File: config.mk
export PLATFORM = sky130hd
export DESIGN_NAME = multi_channel_counter
export DESIGN_NICKNAME = d
export VERILOG_FILES = /design/src/rtl/multi_channel_counter.sv
export SDC_FILE = /design/constraint.sdc
export NUM_CORES = 1
export LEC_CHECK = 0
export BUFFER_PORTS_ARGS = -buffer_cell sky130_fd_sc_hd__buf_2
export CAP_MARGIN = 20
export CELL_PAD_IN_SITES_DETAIL_PLACEMENT = 1
export CELL_PAD_IN_SITES_GLOBAL_PLACEMENT = 1
export CORE_MARGIN = 8
export CORE_UTILIZATION = 41
export DETAILED_ROUTE_END_ITERATION = 7
export PLACE_DENSITY = 0.76
export SYNTH_ARGS = -nofsm -noshare
export SYNTH_HDL_FRONTEND = slang
export SYNTH_SLANG_ARGS = --single-unit
File: constraint.sdc
create_clock -name clk -period 3.55 [get_ports clk]
set_clock_uncertainty 0.1 [all_clocks]
set_input_delay 0.355 -clock clk [delete_from_list [all_inputs] [get_ports clk]]
set_output_delay 0.355 -clock clk [all_outputs]
set_load 0.01 [all_outputs]
File: src/rtl/multi_channel_counter.sv
// Wishbone-mapped bank of independent up/down counters with compare, sticky
// match/overflow status, one-shot stop and an aggregated interrupt.
module multi_channel_counter #(
    parameter int unsigned BITS     = 32,
    parameter int unsigned CHANNELS = 4
) (
    input  logic                       clk,
    input  logic                       reset,
    input  logic                       valid,
    input  logic [3:0]                 wstrb,
    input  logic [7:0]                 addr,
    input  logic [31:0]                wdata,
    output logic [31:0]                rdata,
    output logic                       ready,
    output logic [CHANNELS*BITS-1:0]   count,
    output logic                       irq
);

    localparam int unsigned CTRL_W  = 5;
    localparam logic [1:0] REG_CTRL   = 2'd0;
    localparam logic [1:0] REG_COUNT  = 2'd1;
    localparam logic [1:0] REG_CMP    = 2'd2;
    localparam logic [1:0] REG_STATUS = 2'd3;
    localparam logic [BITS-1:0] MAX_VAL = '1;

    // CTRL bit positions
    localparam int unsigned C_EN      = 0;
    localparam int unsigned C_DIR     = 1;
    localparam int unsigned C_SAT     = 2;
    localparam int unsigned C_IRQ_EN  = 3;
    localparam int unsigned C_ONESHOT = 4;

    logic                      accept;
    logic                      is_write;
    logic [3:0]                ch;
    logic [1:0]                rsel;
    logic                      ch_ok;
    logic [CHANNELS-1:0][31:0] ch_rd;
    logic [CHANNELS-1:0]       ch_irq;
    logic [31:0]               rd_sel;
    logic                      unused_addr;

    assign accept      = valid & ~ready;
    assign is_write    = |wstrb;
    assign ch          = addr[7:4];
    assign rsel        = addr[3:2];
    assign ch_ok       = (32'(ch) < CHANNELS);
    assign unused_addr = ^addr[1:0];

    // Byte-lane merge of write data into an existing 32-bit register image
    function automatic logic [31:0] merge_bytes(input logic [31:0] old,
                                                input logic [31:0] d,
                                                input logic [3:0]  be);
        logic [31:0] res;
        res = old;
        for (int b = 0; b < 4; b++) begin
            if (be[b]) begin
                res[b*8 +: 8] = d[b*8 +: 8];
            end
        end
        return res;
    endfunction

    for (genvar i = 0; i < CHANNELS; i++) begin : g_ch
        logic [CTRL_W-1:0] ctrl_q;
        logic [BITS-1:0]   cnt_q;
        logic [BITS-1:0]   cmp_q;
        logic              match_q;
        logic              ovf_q;

        logic              sel;
        logic              wr_ctrl;
        logic              wr_cnt;
        logic              wr_cmp;
        logic              wr_stat;
        logic              counting;
        logic              at_limit;
        logic [BITS-1:0]   step_val;
        logic              match_ev;
        logic              ovf_ev;

        assign sel      = accept & is_write & ch_ok & (ch == 4'(i));
        assign wr_ctrl  = sel & (rsel == REG_CTRL) & wstrb[0];
        assign wr_cnt   = sel & (rsel == REG_COUNT);
        assign wr_cmp   = sel & (rsel == REG_CMP);
        assign wr_stat  = sel & (rsel == REG_STATUS) & wstrb[0];

        // A bus COUNT write pre-empts counting for this cycle
        assign counting = ctrl_q[C_EN] & ~wr_cnt;

        // Next counted value with wrap/saturate at either end of the range
        always_comb begin
            at_limit = 1'b0;
            step_val = cnt_q;
            if (ctrl_q[C_DIR]) begin
                at_limit = (cnt_q == '0);
                if (at_limit) begin
                    step_val = ctrl_q[C_SAT] ? '0 : MAX_VAL;
                end else begin
                    step_val = cnt_q - BITS'(1);
                end
            end else begin
                at_limit = (cnt_q == MAX_VAL);
                if (at_limit) begin
                    step_val = ctrl_q[C_SAT] ? MAX_VAL : '0;
                end else begin
                    step_val = cnt_q + BITS'(1);
                end
            end
        end

        assign ovf_ev   = counting & at_limit;
        assign match_ev = counting & (step_val == cmp_q);

        // Channel registers; set events take priority over W1C
        always_ff @(posedge clk) begin
            if (reset) begin
                ctrl_q  <= '0;
                cnt_q   <= '0;
                cmp_q   <= '0;
                match_q <= 1'b0;
                ovf_q   <= 1'b0;
            end else begin
                if (wr_ctrl) begin
                    ctrl_q <= wdata[CTRL_W-1:0];
                end else if (match_ev && ctrl_q[C_ONESHOT]) begin
                    ctrl_q[C_EN] <= 1'b0;
                end

                if (wr_cnt) begin
                    cnt_q <= BITS'(merge_bytes(32'(cnt_q), wdata, wstrb));
                end else if (counting) begin
                    cnt_q <= step_val;
                end

                if (wr_cmp) begin
                    cmp_q <= BITS'(merge_bytes(32'(cmp_q), wdata, wstrb));
                end

                match_q <= match_ev | (match_q & ~(wr_stat & wdata[0]));
                ovf_q   <= ovf_ev   | (ovf_q   & ~(wr_stat & wdata[1]));
            end
        end

        // Per-channel read image, zero-extended to the bus width
        always_comb begin
            ch_rd[i] = '0;
            case (rsel)
                REG_CTRL:   ch_rd[i] = 32'(ctrl_q);
                REG_COUNT:  ch_rd[i] = 32'(cnt_q);
                REG_CMP:    ch_rd[i] = 32'(cmp_q);
                REG_STATUS: ch_rd[i] = {30'd0, ovf_q, match_q};
                default:    ch_rd[i] = '0;
            endcase
        end

        assign ch_irq[i]             = match_q & ctrl_q[C_IRQ_EN];
        assign count[i*BITS +: BITS] = cnt_q;
    end

    // Select the addressed channel's read image; unmapped channels read 0
    always_comb begin
        rd_sel = '0;
        for (int i = 0; i < CHANNELS; i++) begin
            if (ch == 4'(i)) begin
                rd_sel = ch_rd[i];
            end
        end
    end

    // Bus ack, read data capture and registered interrupt
    always_ff @(posedge clk) begin
        if (reset) begin
            ready <= 1'b0;
            rdata <= '0;
            irq   <= 1'b0;
        end else begin
            ready <= accept;
            rdata <= (accept && !is_write) ? rd_sel : '0;
            irq   <= |ch_irq;
        end
    end

endmodule

# [Yosys cells after proc, flatten, opt, wreduce, memory -nomap -nowiden]
# Cells that the tools add are included.
[totals] ff_bits=318 latchBits=0 ram_bits=0 romBits=0 output_inout_bits=162 memories=0
[op_classes] n_addsub=8 mul=0 n_div=0 order_cmp=1 eq_ne=30 shifts=0 n_mux=52 bitwise_logic=85 reduce_logical=55
[op_table] operator="$mux W32" count=32
[op_table] operator="$pmux W32 S4" count=4
[op_table] operator="$add A32 B1 Y32 const B" count=4
[op_table] operator="$eq A32 B32 Y1" count=4
[op_table] operator="$eq A32 B32 Y1 const B" count=4
[op_table] operator="$logic_not A32 Y1" count=4
[op_table] operator="$sub A32 B1 Y32 const B" count=4
[op_table] operator="$reduce_and A2 Y1" count=32
[op_table] operator="$and A1 B1 Y1" count=63
[op_table] operator="$mux W8" count=4
[op_table] operator="$ne A2 B2 Y1 const B" count=16
[op_table] operator="$reduce_bool A2 Y1" count=8
[op_table] operator="$not A1 Y1" count=14
[op_table] operator="$mux W1" count=12
[op_table] operator="$eq A4 B2 Y1 const B" count=2
[op_table] operator="$or A1 B1 Y1" count=8
[op_table] operator="$reduce_or A4 Y1" count=2
[op_table] operator="$logic_and A1 B1 Y1" count=5
[op_table] operator="$eq A2 B2 Y1 const B" count=2
[op_table] operator="$eq A4 B1 Y1 const B" count=1
[op_table] operator="$logic_not A4 Y1" count=1
[op_table] operator="$lt A4 B3 Y1 const B" count=1
[op_table] operator="$eq A2 B1 Y1 const B" count=1
[op_table] operator="$logic_not A2 Y1" count=1
[op_table] operator="other kinds (2)" count=2

# [Longest topological paths before layout]
# Gate-level depths: netlist of the first run.
[depth] depth_word=12 mapped_depth=16

# [Worst setup path after synthesis of the first run]
# Ideal clock, no wire load.
[synth_timing] path_kind="flip-flop to flip-flop" from="register g_ch[0].cnt_q[7]" to="register g_ch[0].ctrl_q[0]" setup_ps=116 t_arrival_ps=3718 required_time_ps=3334 path_slack_ps=-384 stages_incl_launch_ff=14 path_cell_list="dfxtp_1 buf_6 or4_4 buf_6 or4b_1 buf_2 o41ai_4 a21oi_1 a21oi_2 xor2_1 nand4_1 or3_1 or4_1 a41o_1"
[synth_via] elab_chain_len=7
[synth_lines] element="start: declaration" line="66" text="logic [BITS-1:0] cnt_q;"
[synth_lines] element="start signal: assignment" line="131" text="cnt_q <= BITS'(merge_bytes(32'(cnt_q), wdata, wstrb));"
[synth_lines] element="start signal: assignment" line="133" text="cnt_q <= step_val;"
[synth_lines] element="$add A32 B1 Y32, or another cell as far along" line="107" text="step_val = cnt_q + BITS'(1);"
[synth_lines] element="$mux W32, on equally long branches" line="104, 97"
[synth_lines] element="$mux W32 *" line="95" text="if (ctrl_q[C_DIR]) begin"
[synth_lines] element="$eq A32 B32 Y1 *" line="113" text="assign match_ev = counting & (step_val == cmp_q);"
[synth_lines] element="$and A1 B1 Y1 *" line="113"
[synth_lines] element="$logic_and A1 B1 Y1 *" line="126" text="end else if (match_ev && ctrl_q[C_ONESHOT]) begin"
[synth_lines] element="$reduce_bool A2 Y1 (no source line) *"
[synth_lines] element="end signal: assignment" line="125" text="ctrl_q <= wdata[CTRL_W-1:0];"
[synth_lines] element="end: declaration" line="65" text="logic [CTRL_W-1:0] ctrl_q;"
# Mark *: on every way between the ends. The rest lies on a longest branch, timed or not.
# A chain may end at the register's enable or synchronous reset.

# [Worst setup path after layout of the first run]
[layout_timing] from="register g_ch[0].cnt_q[10]" to="register g_ch[0].ctrl_q[0]"
# The elaborated chain is that of the path after synthesis.

==> results of run 1 <==
==> synth_stat cells, drive strengths merged (37+ instances only) <==
cell / count
nand2: 191
nor3: 97
dfxtp: 318
a21oi: 294
mux2i: 173
nand3: 139
a22oi: 93
buf: 52
a31oi: 43
o21ai: 97
xnor2: 130
nor4: 115
inv: 45
clkbuf: 310
or3: 43
o22ai: 48
nor2: 451
nand4: 100
and4: 37
xor2: 92
or4: 45
==> worst min-delay path, cell delays in order <==
cell     delay [ps]
buf_2           150
a31oi_1          90
nor2_1           70
==> flip-flops by register name (all words and copies together), names as in the netlist <==
signal        flops
g_ch.ctrl_q      20
g_ch.match_q      4
irq               1
ready             1
g_ch.cnt_q      128
g_ch.cmp_q      128
g_ch.ovf_q        4
rdata            32
==> layout by cell type, fill, tap and decap left out, drive strengths merged, types with 18 or more instances in the layout <==
cell	count
buf	919
nor2	451
dfxtp	318
a21oi	294
nand2	191
mux2i	173
nand3	139
xnor2	130
nor4	115
nand4	100
nor3	97
o21ai	97
a22oi	93
xor2	92
clkbuf	56
inv	48
o22ai	48
or4	45
a31oi	43
or3	43
and4	37
a221oi	35
and3	35
a2111oi	35
a211oi	29
o211ai	26
o221ai	23
o31ai	23
and2	22
o31a	18
==> metal layers <==
layer / vias up / wire length (µm) / track usage, %
li1: 13700 / - / -
met1: 15900 / 53400 / 46.5
met2: 1720 / 65400 / 65.4
met3: 566 / 11400 / 6.19
met4: 6 / 9230 / 21.4
met5: - / 37 / 0
==> stage by stage <==
| stage | worst slack (ps) | power, mW |
|---|---|---|
| floorplan | -311 | 5.10 |
| global placement | -314 | 6.33 |
| detailed placement | -490 | 6.39 |
| CTS | -211 | 10.8 |
| global route | -419 | 11.4 |
| finish | -344 | 11.1 |
==> kinds of logic (layout without fill, tap and decap cells) <==
kind of cell	count (synthesis)	in the layout
flip-flops	318	318
buffers and inverters	408	1040
AND/OR/NAND/NOR	1346	1346
multiplexers	193	193
AO/OA/AOI/OAI	870	871
adder cells (fa/ha/maj)	12	12
XOR/XNOR	222	222
==> power by group <==
| part | leakage (nW) | total [mW] | switching, mW | internal (mW) |
|---|---|---|---|---|
| Sequential | 2.58 | 3.64 | 0.0481 | 3.60 |
| Combinational | 11.9 | 3.17 | 1.86 | 1.30 |
| Clock | 0.670 | 4.30 | 1.81 | 2.49 |
==> layout make-up <==
| cell class | count | area, µm² | area share, % |
|---|---|---|---|
| Tap cell | 782 | 978 | 2.89 |
| Inverter | 45 | 169 | 0.499 |
| Clock buffer | 55 | 1180 | 3.49 |
| Clock inverter | 19 | 174 | 0.514 |
| Multi-Input combinational cell | 2644 | 18200 | 53.8 |
| Timing Repair Buffer | 921 | 6690 | 19.8 |
| Sequential cell | 318 | 6440 | 19.0 |
==> worst paths after layout <==
| check | start | end | slack (ps) | depth (start not counted) |
|---|---|---|---|---|
| worst min register to register | g_ch[2].ctrl_q[3] | g_ch[2].ctrl_q[3] | 390 | 2 |
| worst max-delay path | g_ch[0].cnt_q[10] | g_ch[0].ctrl_q[0] | -340 | 12 |
| worst max register to register | g_ch[0].cnt_q[10] | g_ch[0].ctrl_q[0] | -340 | 12 |
| worst min-delay path | addr[5] | rdata[13] | 30 | 3 |
==> repair_timing <==
item	CTS	global route
gates cloned	2	2
pin swaps	37	71
endpoints found under the hold margin	13	0
hold buffers	1	0
gates resized for setup	174	172
setup buffers	33	38
endpoints found under the setup margin	8	8
==> impl_metrics.toml, run 1 <==
[setup_path]
slowest_stage = "or4_4"
cp_max_fo = 5
cp.required_ps = 3940
critPathMaxStageDelay_ps = 580
cp.arrival_ps = 4280
cp_top_family = "simple AND/OR/NAND/NOR gates"
worstSetupStartpointType = "flip-flop"
crit_type = "flip-flop to flip-flop"
end_kind = "flip-flop"
path_cells = "or4_4 -> or4b_4 -> o41ai_4 -> buf_6 -> buf_6 -> a21oi_2 -> a21oi_2 -> xor2_1 -> nand4_1 -> or3_1 -> or4_4 -> a41o_1"
critPathBufInv = 2

[layout]
final_util_pct = 56.4
drive_gt1_share_pct = 33.1
antenna_cells = 0
layout.cells.non_filler = 4784
fin_nets = 4030
fillCellCount = 7315
syn_to_final_growth_pct = 36.9
design_area_mm2 = 0.0339

[yosys]
ys_types = 91
synth_edf_count = 0
synth_warnings = 0
syn_nets = 3428
ys_seq_area_share_pct = 25.8
ys.flop_type = "dfxtp_1"
synth_top_family_by_area = "simple AND/OR/NAND/NOR gates"
synthCells = 3369
synth_area_leaders = "dfxtp_1, mux2i_1, nor2_1, a21oi_1, clkbuf_1"
synth_area_per_cell_um2 = 7.34
synth_mux_area_share_pct = 8.28
yosysTopAreaCell = "dfxtp_1"
synthSimpleGateAreaFrac_pct = 27.7
async_flop_share_pct = 0
synth-seq-cells = 318
synthXorXnorAreaFrac_pct = 7.87
synth.top_cell.area_share_pct = 25.8
synth_compound_area_share_pct = 23.3
syn_area_mm2 = 0.0247
synth-adder-area-share_pct = 0.607

[clock_tree]
cts_sinks = 318
cts_root_buf = "clkbuf_16"
cts_made_buffers = 41
cts_tree = "done"
h-tree-depth = 2
clk_latency_ps = 600
clk_pin_slew_ps = 60
clk_path_buf_depth = 3

[route]
via_per_inst = 6.66
num_vias = 31900
totalWireLength_mm = 139
wire_per_inst_um = 29.1
first_pass_iters = 8
drc = 0
drt-initial-drc-count = 3119
antenna_left = 0

[sta]
tightestPinTransition_ps = 914
grt_setup_unrepaired = "yes"
postLayoutSetupSlackWorst_ps = -344
period_needed_ps = 3890
max_freq_mhz = 257
maxSlewHeadroom_pct = 39.1
slew_violations = 0
finalSetupViolations = 6
fin_crit_sh_pct = 110
holdWs_ps = 27.0
finalHoldViolations = 0
setup_tns_ps = -1030

[die]
core_area_mm2 = 0.0600
rows = 90
dieArea_mm2 = 0.0684
die_y_um = 262
start_util_pct = 41.2
io_pins = 209
die_w_um = 262

[outcome]
violations = "setup timing"
outcome = "complete, but fails checks"

[grt]
grt_max_degree = 99
grt_overflow = 0
grt_pass1_wl_mm = 203
antenna_found_initial = 3
grt_pass1_vias = 32400
track_usage_pct = 38.7

[placed_design]
place_congestion = 1.03
place_inst = 4639
post_dp_cell_area_mm2 = 0.0304
hpwlAfterDp_mm = 104
portBuffers = 206

[hold_path]
hold_class = "input port to flip-flop"

[power]
peakVddDrop_uv = 296
leakage_nw = 15.1
p_per_area_mw_per_mm2 = 328

[run]
timing.max_cap.violations = 0
Note: power is estimated with default switching activity, not from simulation.
==> run 2, diff against run 1 <==
Settings changed: CORE_MARGIN 8 to default, CORE_UTILIZATION 41 to 45, PLACE_DENSITY 0.76 to 0.8.
Clock period 3.55 ns to 4 ns, I/O delays scaled along.
==> run 2 against run 1 <==
Effect of this change: the run now ends clean; sequential share of layout area up 2.5 points; hold slack better by 24 ps; die area down 18%; routed wire length down 7.6%; non-clock buffer count down 347; combinational power down 30%; largest power group unchanged; core utilization down 1.6 points; setup slack better by 410 ps; sequential power down 11%; power down 17%; cell count down 9.2%.
==> impl_metrics.toml, run 2 (synthesis gave the netlist of run 1 again) <==
[outcome]
outcome = "finished, final reports clean"

[setup_path]
r2r-start = "g_ch[0].cnt_q[10]"
slowest_stage = "or4_4"
worstSetupStartpointType = "flip-flop"
path_cells = "or4_4 -> or4b_4 -> o41ai_4 -> buf_4 -> a21oi_1 -> a21oi_2 -> xor2_1 -> nand4_1 -> or3_1 -> or4_4 -> a41o_1"
crit_top_cell = "or4_4"
end_kind = "flip-flop"
reg2reg_slack_ps = 60
regToRegEndpoint = "g_ch[0].ctrl_q[0]"
cp.required_ps = 4360
critPathMaxStageDelay_ps = 610
cp_max_fo = 9
ff2ff_path_depth = 11
crit_type = "flip-flop to flip-flop"
cp.arrival_ps = 4300

[die]
die_y_um = 236
start_util_pct = 45.8
die_w_um = 236
core_area_mm2 = 0.0540
rows = 85
io_pins = 209
dieArea_mm2 = 0.0559

[run]
timing.max_cap.violations = 0

[placed_design]
dpl_worst_slack_ps = -109
post_dp_cell_area_mm2 = 0.0280
place_congestion = 1.02
place_inst = 4263
portBuffers = 206
hpwlAfterDp_mm = 94.1

[power]
leakage_nw = 12.9
peakVddDrop_uv = 273
p_int_mw = 6.12
p_per_area_mw_per_mm2 = 310
power_frac_seq_pct = 35.3
power_frac_comb_pct = 24.1
p_switching_mw = 3.06
p_sw_share_pct = 33.3
clock_power_share_pct = 40.6

[grt]
use_met2_pct = 72.2
antenna_found_initial = 1
use_met1_pct = 55.1
grt_pass1_wl_mm = 190
grtUsageMet3_pct = 7.93
grt_pass1_vias = 29800
busiest_layer = "met2"
grt_max_degree = 126
track_usage_pct = 44.4
grt_overflow = 0

[hold_path]
hold_start = "valid"
hold_class = "input port to flip-flop"
worstHoldEndpoint = "ready"
min_path_cells = 3

[clock_tree]
cts_root_buf = "clkbuf_16"
h-tree-depth = 2
clk_pin_slew_ps = 60
cts_sinks = 318
cts_tree = "done"
clk_path_buf_depth = 3
cts_made_buffers = 39
clk_latency_ps = 570

[sta]
maxSlewHeadroom_pct = 29.1
grt_setup_unrepaired = "yes"
finalSetupViolations = 0
tightestPinTransition_ps = 1060
slew_violations = 0
holdWs_ps = 51.0
finalHoldViolations = 0
postLayoutSetupSlackWorst_ps = 62.0
max_freq_mhz = 254
fin_crit_sh_pct = 98.5
period_needed_ps = 3940

[route]
drt-initial-drc-count = 3413
drc = 0
num_vias = 30300
totalWireLength_mm = 129
via_per_inst = 6.96
wire_per_inst_um = 29.7
antenna_left = 0
first_pass_iters = 6

[layout]
layout.cells.non_filler = 4346
reg_top3 = "g_ch.cmp_q (128), g_ch.cnt_q (128), rdata (32)"
syn_to_final_growth_pct = 19.7
fin_nets = 3680
final_cell_mix = "nor2_1, buf_4, dfxtp_1"
final_common_cell = "nor2_1"
design_area_mm2 = 0.0296
drive_gt1_share_pct = 20.9
-- run 2: cell count changes in the layout (fill, tap and decap cells not counted), moves of 15 or more --
cell,previous run,this run
a21oi_1,261,283
nor4_2,30,15
o21ai_0,77,92
buf_4,666,361
nor4_1,70,98
buf_6,32,2
dfxtp_1,282,313
dfxtp_2,23,5
a21oi_2,28,11
-- run 2: worst max-delay path by stage --
stage	from	end	depth (start not counted)
4_1_cts	g_ch[0].cnt_q[7]	g_ch[0].ctrl_q[0]	12
6_report	g_ch[0].cnt_q[10]	g_ch[0].ctrl_q[0]	11
2_1_floorplan	g_ch[0].cnt_q[7]	g_ch[0].ctrl_q[0]	13
3_5_place_dp	g_ch[1].cnt_q[1]	g_ch[1].match_q	13
3_3_place_gp	g_ch[0].cnt_q[7]	g_ch[0].ctrl_q[0]	12
5_1_grt	g_ch[0].cnt_q[1]	g_ch[0].ctrl_q[0]	12
-- run 2: per-layer routing --
layer	wire (µm)	up-vias
li1	-	13000
met1	50400	15000
met2	59200	1775
met3	11300	480
met4	8050	0
met5	0	-
-- run 2: layout make-up --
type	count	area, µm²
Inverter	45	169
Multi-Input combinational cell	2643	17000
Clock buffer	53	1110
Fill cell	6816	24400
Sequential cell	318	6370
Antenna cell	3	7.51
Timing Repair Buffer	574	3870
Tap cell	696	871
Clock inverter	14	166
-- run 2: power groups by stage --
| stage | Combinational (mW) | Sequential (mW) | Clock, mW |
|---|---|---|---|
| CTS | 2.07 | 3.24 | 3.71 |
| global placement | 2.00 | 3.31 | 0 |
| global route | 2.31 | 3.24 | 3.84 |
| detailed placement | 2.05 | 3.31 | 0 |
| finish | 2.21 | 3.24 | 3.73 |
| floorplan | 1.20 | 3.30 | 0 |
-- run 2: worst max-delay path: cells and delay by family, from the launching register on --
| kind | cells | cell delay [ps] |
|---|---|---|
| buf+inv | 1 | 250 |
| flops | 1 | 310 |
| simple gates | 5 | 2190 |
| xor+xnor | 1 | 170 |
| compound gates | 4 | 810 |
-- run 2: stage by stage --
stage | total power [mW] | setup TNS [ps] | utilization [%]
2_1_floorplan | 4.50 | 0 | -
3_3_place_gp | 5.31 | 0 | 51.7
3_5_place_dp | 5.36 | -330 | 51.7
4_1_cts | 9.01 | 0 | 54.2
5_1_grt | 9.40 | -178 | 54.7
6_report | 9.18 | 0 | 54.8
-- run 2: repair_timing --
action / 4_1_cts / 5_1_grt
hold buffers: 0 / 0
gates cloned: 0 / 0
buffers inserted: 0 / 12
pin swaps: 0 / 8
resized for setup: 8 / 51
setup endpoints to repair: 5 / 8
